<file path="src/rtl/core_pc_pkg.sv">
// Shared constants and types for the multithreaded PC unit.
package core_pc_pkg;

    typedef enum logic [1:0] {
        REDIR_BR   = 2'b00,
        REDIR_J    = 2'b01,
        REDIR_EXC  = 2'b10,
        REDIR_ERET = 2'b11
    } redir_src_e;

    localparam int unsigned PC_INC = 4;

endpackage

</file>
<file path="src/rtl/core_mt_pc_rr_next_thr.sv">
// Circular priority finder: first enabled thread after cur_thr, wrapping back to cur_thr itself.
module rr_next_thr #(
    parameter int unsigned NUM_THR = 4,
    parameter int unsigned THR_W   = 2
) (
    input  logic [NUM_THR-1:0] thr_en,
    input  logic [THR_W-1:0]   cur_thr,
    output logic [THR_W-1:0]   next_thr,
    output logic               any_en
);

    logic [THR_W-1:0] idx;

    // Scan from the farthest offset down so the nearest enabled thread wins.
    always_comb begin
        next_thr = cur_thr;
        any_en   = |thr_en;
        idx      = '0;
        for (int off = int'(NUM_THR); off > 0; off--) begin
            idx = THR_W'((int'(cur_thr) + off) % int'(NUM_THR));
            if (thr_en[idx]) begin
                next_thr = idx;
            end
        end
    end

endmodule

</file>
<file path="src/rtl/core_mt_pc.sv">
// Multithreaded program-counter unit: per-thread PC/EPC, round-robin fetch issue, redirects.
module core_mt_pc
    import core_pc_pkg::*;
#(
    parameter int unsigned       ADDR_W     = 32,
    parameter int unsigned       NUM_THR    = 4,
    parameter int unsigned       THR_W      = (NUM_THR > 1) ? $clog2(NUM_THR) : 1,
    parameter logic [ADDR_W-1:0] RESET_ADDR = ADDR_W'(32'h0000_0000),
    parameter logic [ADDR_W-1:0] THR_STRIDE = ADDR_W'(32'h0000_1000),
    parameter logic [ADDR_W-1:0] EXC_VEC    = ADDR_W'(32'h0000_0180)
) (
    input  logic               clk,
    input  logic               rst,
    input  logic [NUM_THR-1:0] thr_en,
    input  logic               stall,
    input  logic               fetch_rdy,
    input  logic               redir_valid,
    input  logic [THR_W-1:0]   redir_thr,
    input  logic [1:0]         redir_src,
    input  logic [ADDR_W-1:0]  redir_addr,
    output logic [ADDR_W-1:0]  pc_out,
    output logic [THR_W-1:0]   pc_thr,
    output logic               v_pc_out,
    output logic [ADDR_W-1:0]  pc_plus4,
    output logic [ADDR_W-1:0]  epc_out
);

    logic [ADDR_W-1:0] pc_q  [NUM_THR];
    logic [ADDR_W-1:0] pc_d  [NUM_THR];
    logic [ADDR_W-1:0] epc_q [NUM_THR];
    logic [ADDR_W-1:0] epc_d [NUM_THR];
    logic [THR_W-1:0]  cur_thr_q;
    logic [THR_W-1:0]  cur_thr_d;

    logic              fire;
    logic              redir_ok;
    logic              advance;
    logic [THR_W-1:0]  rr_next;
    logic              rr_any;
    logic [ADDR_W-1:0] redir_aligned;
    logic              unused_addr_lsb;

    assign unused_addr_lsb = ^redir_addr[1:0];
    assign redir_aligned   = {redir_addr[ADDR_W-1:2], 2'b00};

    rr_next_thr #(
        .NUM_THR (NUM_THR),
        .THR_W   (THR_W)
    ) u_rr_next_thr (
        .thr_en   (thr_en),
        .cur_thr  (cur_thr_q),
        .next_thr (rr_next),
        .any_en   (rr_any)
    );

    assign pc_out   = pc_q[cur_thr_q];
    assign pc_thr   = cur_thr_q;
    assign pc_plus4 = pc_out + ADDR_W'(PC_INC);
    assign v_pc_out = !rst && !stall && thr_en[cur_thr_q];
    assign fire     = v_pc_out && fetch_rdy;
    assign redir_ok = redir_valid && (32'(redir_thr) < NUM_THR);

    // Rotate on a completed fetch, or skip past a disabled current thread without issuing.
    assign advance  = !stall && (fire || !thr_en[cur_thr_q]);

    // EPC read port follows redir_thr so commit logic can fetch the return target.
    always_comb begin
        epc_out = '0;
        for (int t = 0; t < int'(NUM_THR); t++) begin
            if (redir_thr == THR_W'(t)) begin
                epc_out = epc_q[t];
            end
        end
    end

    // Next-state for PC/EPC: sequential increment first, a redirect on the same thread overrides it.
    always_comb begin
        pc_d      = pc_q;
        epc_d     = epc_q;
        cur_thr_d = cur_thr_q;

        for (int t = 0; t < int'(NUM_THR); t++) begin
            if (fire && (cur_thr_q == THR_W'(t))) begin
                pc_d[t] = pc_q[t] + ADDR_W'(PC_INC);
            end
            if (redir_ok && (redir_thr == THR_W'(t))) begin
                case (redir_src_e'(redir_src))
                    REDIR_BR,
                    REDIR_J:    pc_d[t] = redir_aligned;
                    REDIR_EXC: begin
                        epc_d[t] = redir_aligned;
                        pc_d[t]  = EXC_VEC;
                    end
                    REDIR_ERET: pc_d[t] = epc_q[t];
                    default:    pc_d[t] = pc_q[t];
                endcase
            end
        end

        if (advance && rr_any) begin
            cur_thr_d = rr_next;
        end
    end

    always_ff @(posedge clk) begin
        if (rst) begin
            for (int t = 0; t < int'(NUM_THR); t++) begin
                pc_q[t]  <= RESET_ADDR + ADDR_W'(t) * THR_STRIDE;
                epc_q[t] <= '0;
            end
            cur_thr_q <= '0;
        end else begin
            pc_q      <= pc_d;
            epc_q     <= epc_d;
            cur_thr_q <= cur_thr_d;
        end
    end

endmodule

</file>
<file path="config.mk">
export PLATFORM = sky130hd
export DESIGN_NAME = core_mt_pc
export DESIGN_NICKNAME = d
export VERILOG_FILES = /design/src/rtl/core_pc_pkg.sv /design/src/rtl/core_mt_pc_rr_next_thr.sv /design/src/rtl/core_mt_pc.sv
export SDC_FILE = /design/constraint.sdc
export NUM_CORES = 1
export LEC_CHECK = 0
export BUFFER_PORTS_ARGS = -buffer_cell sky130_fd_sc_hd__clkbuf_2
export CAP_MARGIN = 15
export CORE_UTILIZATION = 40
export DETAILED_ROUTE_END_ITERATION = 10
export GPL_TIMING_DRIVEN = 0
export PLACE_DENSITY = 0.7
export SLEW_MARGIN = 15
export SYNTH_ARGS = -nofsm -noshare
export SYNTH_HDL_FRONTEND = slang
export SYNTH_SLANG_ARGS = --single-unit
</file>
<file path="constraint.sdc">
create_clock -name clk -period 4.6 [get_ports clk]
set_clock_uncertainty 0.15 [all_clocks]
set_input_delay 0 -clock clk [delete_from_list [all_inputs] [get_ports clk]]
set_output_delay 0 -clock clk [all_outputs]
set_load 0.03 [all_outputs]
</file>
Yosys cells after proc, flatten, opt, wreduce, memory -nomap -nowiden --
Index checks and enable logic that the tools add are counted.
Cells by class: $add $sub $neg 9, order comparisons 6, equality and inequality tests 9, muxes and demuxes 33, bitwise operators 1, reduce and logical (&&, ||, !) cells 32
Operators with widths (count):
- $mux W32 | 14
- $pmux W32 S3 | 4
- $add A32 B3 Y32 const B | 5
- $bmux W32 S2 | 1
- $lt A2 B3 Y1 const B | 5
- $logic_and A1 B1 Y1 | 13
- $eq A2 B2 Y1 const B | 6
- $bmux W1 S2 | 5
- $reduce_and A2 Y1 | 5
- $mux W2 | 4
- $reduce_bool A2 Y1 | 4
- $eq A2 B1 Y1 const B | 3
- $logic_not A2 Y1 | 3
- $mux W1 | 5
- $add A2 B1 Y2 const B | 2
- $add A2 B2 Y2 const B | 2
- $reduce_bool A4 Y1 | 1
- $reduce_or A4 Y1 | 1
- $ge A3 B3 Y1 const B | 1
- $logic_not A1 Y1 | 3
- $not A2 Y3 | 1
- $reduce_or A2 Y1 | 1
- $logic_or A1 B1 Y1 | 1
Word-level totals: register bits 250, input port bits 45

Logic depth before layout (Yosys ltp) --
depth in word-level cells 8, mapped depth 11

Cells and area by module --
From an unflattened synthesis, not the netlist that was laid out.
Second synthesis, totals: cell total of the unflattened synthesis 1599, area total of the unflattened synthesis 13621.8 µm²
Modules (own cells, without submodules):
- core_mt_pc | instances 1, cells an instance 1585, area an instance 13549.2 µm², seq. area each 4844.6 µm²
- rr_next_thr | instances 1, cells an instance 14, area an instance 72.6 µm², seq. area each 0.0 µm²

Worst setup path before layout --
Ideal clock, no wire load.
kind register to output, start register cur_thr_q[0], in the netlist pc_thr[0], end output port pc_plus4[8], data arrival time 2.827 ns, data required time 4.450 ns, setup slack 1.623 ns, cell stages (with the launch flop) 8, path buffers 2, path through dfxtp_1 buf_6 buf_6 mux4_2 ha_1 nand3_1 nor2_1 xor2_1
On the way: longest elaborated chain between the ends 5
RTL lines:
- from (decl) | line core_mt_pc.sv:32 | logic [THR_W-1:0] cur_thr_q;
- from (signal assigned) | line core_mt_pc.sv:115 | cur_thr_q <= cur_thr_d;
- $not A2 Y3 (implied by the code) | line core_mt_pc.sv:56 | assign pc_out = pc_q[cur_thr_q];
- $bmux W32 S2 | line core_mt_pc.sv:56
- $mux W32 (implied by the code) (2 in series) | line core_mt_pc.sv:56
- via pc_out[3] | line core_mt_pc.sv:21 | output logic [ADDR_W-1:0] pc_out,
- $add A32 B3 Y32 | line core_mt_pc.sv:58 | assign pc_plus4 = pc_out + ADDR_W'(PC_INC);
- to (decl) | line core_mt_pc.sv:24 | output logic [ADDR_W-1:0] pc_plus4,
The timed path passes the listed nets, and every way through them passes these cells. The select of a mux whose other input is x is not followed.

Final worst setup path --
start register cur_thr_q[1], in the netlist pc_thr[1], end register cur_thr_q[1], in the netlist pc_thr[1]
On the way: longest elaborated chain between the ends 8, elaborated cells between the ends (all ways) 26, those cells by class 4 x add/sub; 14 x mux; 8 x reduce/logical
RTL lines:
- branches (longest 8 deep; another with $add A2 B2 Y2)
Parallel ways; which one is timed is not known. The select of a mux whose other input is x is not followed. A chain may end at the register's enable or synchronous reset.

==> results by group <==
Status
  – Status: finished clean

Yosys
  – Netlist Area Pre-Place: approximately 14000 um2
  – Flops & latches, synth: around 240
  – Post-synth EDFFs: 0
  – Ys Warns: 0
  – Register area share after synthesis: between 30% and 40%
  – Gate count of the mapped netlist: 1616
  – Post-synthesis cell type count: 57
  – Top_reg_cell synth: dfxtp_1
  – Mapped Avg Cell Area: between 8 and 9 um2
  – Asr flop ratio synth: 0%

Power and ir drop
  – Pint: around 0.0037 W
  – Clock power share: 40.7%
  – Sw Ratio: between 30% and 40%
  – Sequential Power Share: between 40% and 50%
  – Gate power share: ~17%
  – LEAKAGE: 5.42 nW
  – Psw: approximately 0.0016 W
  – Power per cell area: approximately 330 nW/um2
  – Peak supply drop: 265 uV
  – Total power: around 0.0053 W

Routing
  – Initial DRC Count: just under 2000
  – DR WL/cell: roughly 25 um
  – DRC Markers: 0
  – Iteration count of the initial detailed-routing pass: 6
  – Vias/cell: approximately 6.3
  – Routed vias: ~15000
  – Final wirelength: about 57000 um
  – Remaining antenna violation count after routing: 0

Setup path
  – Crit path top cell by count: dlygate4sd3_1
  – CP bufs+invs: 7
  – CP Data Arrival Time: about 4600 ps
  – Crit path max-delay family: buffers and inverters
  – CP required: 4890 ps
  – Max stage delay cell, worst path: dlygate4sd3_1
  – WS Path Type: reg2reg
  – Setup crit end kind: flop
  – Crit-path max cell delay: 600 ps
  – Startpoint Class: flop
  – Worst r2r src: pc_thr[1]
  – Largest fanout on the critical path: 10
  – Cell Chain, Critical Path: buf_4 -> buf_2 -> buf_1 -> inv_1 -> a21oi_1 -> dlygate4sd3_1 -> nor2_1 -> a2111oi_0 -> dlygate4sd3_1 -> nor3_1 -> dlygate4sd3_1
  – Crit path from: pc_thr[1]

Die
  – Chip Width: ~190 um
  – Top-Level Pins: 144
  – Die height: about 190 um
  – Die Area: around 35000 um2
  – Core area: around 34000 um2
  – Initial Utilization: a little over 40%
  – Rows: 67

Timing
  – Slew HR: between 20% and 30%
  – Slew Viols, Final: 0
  – Setup TNS: 0 ps
  – Fmax: approximately 230 MHz
  – Minimum clock period: ~4300 ps
  – Final Hold Violating Endpoints: 0
  – Final Worst Setup Slack: ~260 ps
  – Final Cycle Share: between 90% and 100%
  – Actual slew at the worst max-slew pin: 1100 ps
  – RSZ-0062 raised after global routing: no
  – Setup Viol. Count Final: 0

GRT
  – First-pass GRT wire length: 83200 um
  – Vias in the first global route: between 10000 and 15000
  – Gr ovfl total: 0
  – Pin count of the biggest net entering global routing: 14
  – Initial antenna violation count: 1
  – Total track usage: a little under a third

CTS
  – Worst-Skew Late Latency: 560 ps
  – Clock transition at path regs: around 60 ps
  – CTS sink count: ~240
  – CTS tree: done
  – Clock buffer depth: 3
  – CTS H-tree depth: 1
  – Setup Buffers After CTS: 0
  – Root Buffer: clkbuf_16
  – TritonCTS Buffers: 28

Place
  – Routability cong.: just over 1
  – HPWL Detailed: ~43000 um
  – Pre-CTS WS: 1080 ps
  – IO buf count: 130

Final layout
  – Filler cells: between 3000 and 4000
  – Share of cells above drive strength 1: 14.3%
  – Most frequent cells in the layout: 294 x nand2_1, 242 x dfxtp_1, 173 x a21oi_1
  – Layout area overhead: 18.3%
  – Leading cell type in the layout, fill and taps excluded: nand2_1
  – # nets final: approximately 1900

Worst hold path
  – Hold Crit Start: redir_thr[1]
  – Worst hold path type: in2reg

Job
  – Number of max-cap violations: 0
[flip-flops by register name, summed over array words and instances (netlist names)]
| name | flops |
|---|---|
| epc_q | 120 |
| pc_q | 120 |
| pc_thr | 2 |
[per-stage QoR]
step	hold WS (ps)	util, %	std cells	cell area, um2
global placement	132	44.6	2199	15000
finish	103	48.5	2292	16300
global route	141	48.4	2291	16300
CTS	37.0	48.4	2291	16300
detailed placement	136	44.6	2199	15000
floorplan	-27.8	-	1621	13800
[Yosys cell counts (all sizes together) (10+ instances only)]
cell type,number,area share [%]
o21ai,10,0.36
nor3,29,1.1
and2,16,0.73
nor2,30,0.82
xor2,48,3.0
buf,21,0.95
a21oi,173,6.3
nor2b,22,1.0
xnor2,78,5.0
and4,20,1.3
inv,21,0.57
nand2,294,8.0
a211oi,148,8.1
a221oi,24,1.5
or3,10,0.45
mux4,61,10
and3,19,0.86
dfxtp,242,35
clkbuf,115,3.1
nor4,34,1.7
nand3,56,2.0
nand4,54,2.6
[worst reg2reg max path: cells and delay by family (launching register included)]
kind                   cells  cell delay (ps)
buffers and inverters      7             3070
AOI/OAI and AO/OA          2              510
DFF                        1              420
and+or+nand+nor            2               80
[routing by layer]
| metal | global-route usage, % | up-vias | routed length, um |
|---|---|---|---|
| met3 | 8.25 | 161 | 8100 |
| li1 | - | 6396 | - |
| met5 | 0 | - | 0 |
| met2 | 46.6 | 1124 | 23700 |
| met1 | 42.6 | 6859 | 22500 |
| met4 | 12.6 | 0 | 2360 |
[layout make-up]
| type | instances | area [um2] | share of cell area (%) |
|---|---|---|---|
| Tap cell | 448 | 561 | 3.43 |
| Clock inverter | 9 | 73.8 | 0.452 |
| Multi-Input combinational cell | 1222 | 8340 | 51.0 |
| Buffer | 136 | 566 | 3.46 |
| Antenna cell | 1 | 2.50 | 0.0153 |
| Clock buffer | 40 | 787 | 4.82 |
| Timing Repair Buffer | 173 | 1080 | 6.62 |
| Sequential cell | 242 | 4840 | 29.7 |
| Inverter | 21 | 78.8 | 0.483 |
[power groups by stage]
stage | logic [W] | registers (W) | clock network, W
finish | 0.000889 | 0.00226 | 0.00216
global route | 0.000934 | 0.00227 | 0.00222
CTS | 0.000865 | 0.00225 | 0.00215
detailed placement | 0.000827 | 0.00230 | 0
global placement | 0.000818 | 0.00230 | 0
floorplan | 0.000558 | 0.00227 | 0
[cell families (layout without fill, tap and decap cells)]
family,count (synthesis),after routing,synth area share [%]
XOR/XNOR,126,126,8.00
other,1,7,0.0272
AO/OA/AOI/OAI,399,399,18.7
flip-flops,242,242,35.1
AND/OR/NAND/NOR,612,612,22.1
buffers and inverters,157,379,4.67
multiplexers,70,70,10.6
adder cells (fa/ha/maj),9,9,0.816
[what timing repair did]
| action | in CTS | in global routing |
|---|---|---|
| hold buffers | 43 | 0 |
| endpoints found under the hold margin | 165 | 0 |
| resized for setup | 0 | 0 |
[path summary, 6_finish.rpt]
path / slack [ps] / endpoint / cells past startpoint
max: 260 / pc_thr[1] / 11
min: 100 / pc_q[45] / 5
max reg2reg: 260 / pc_thr[1] / 11
min reg2reg: 330 / epc_q[30] / 2
Power figures use the tool's default switching activity.
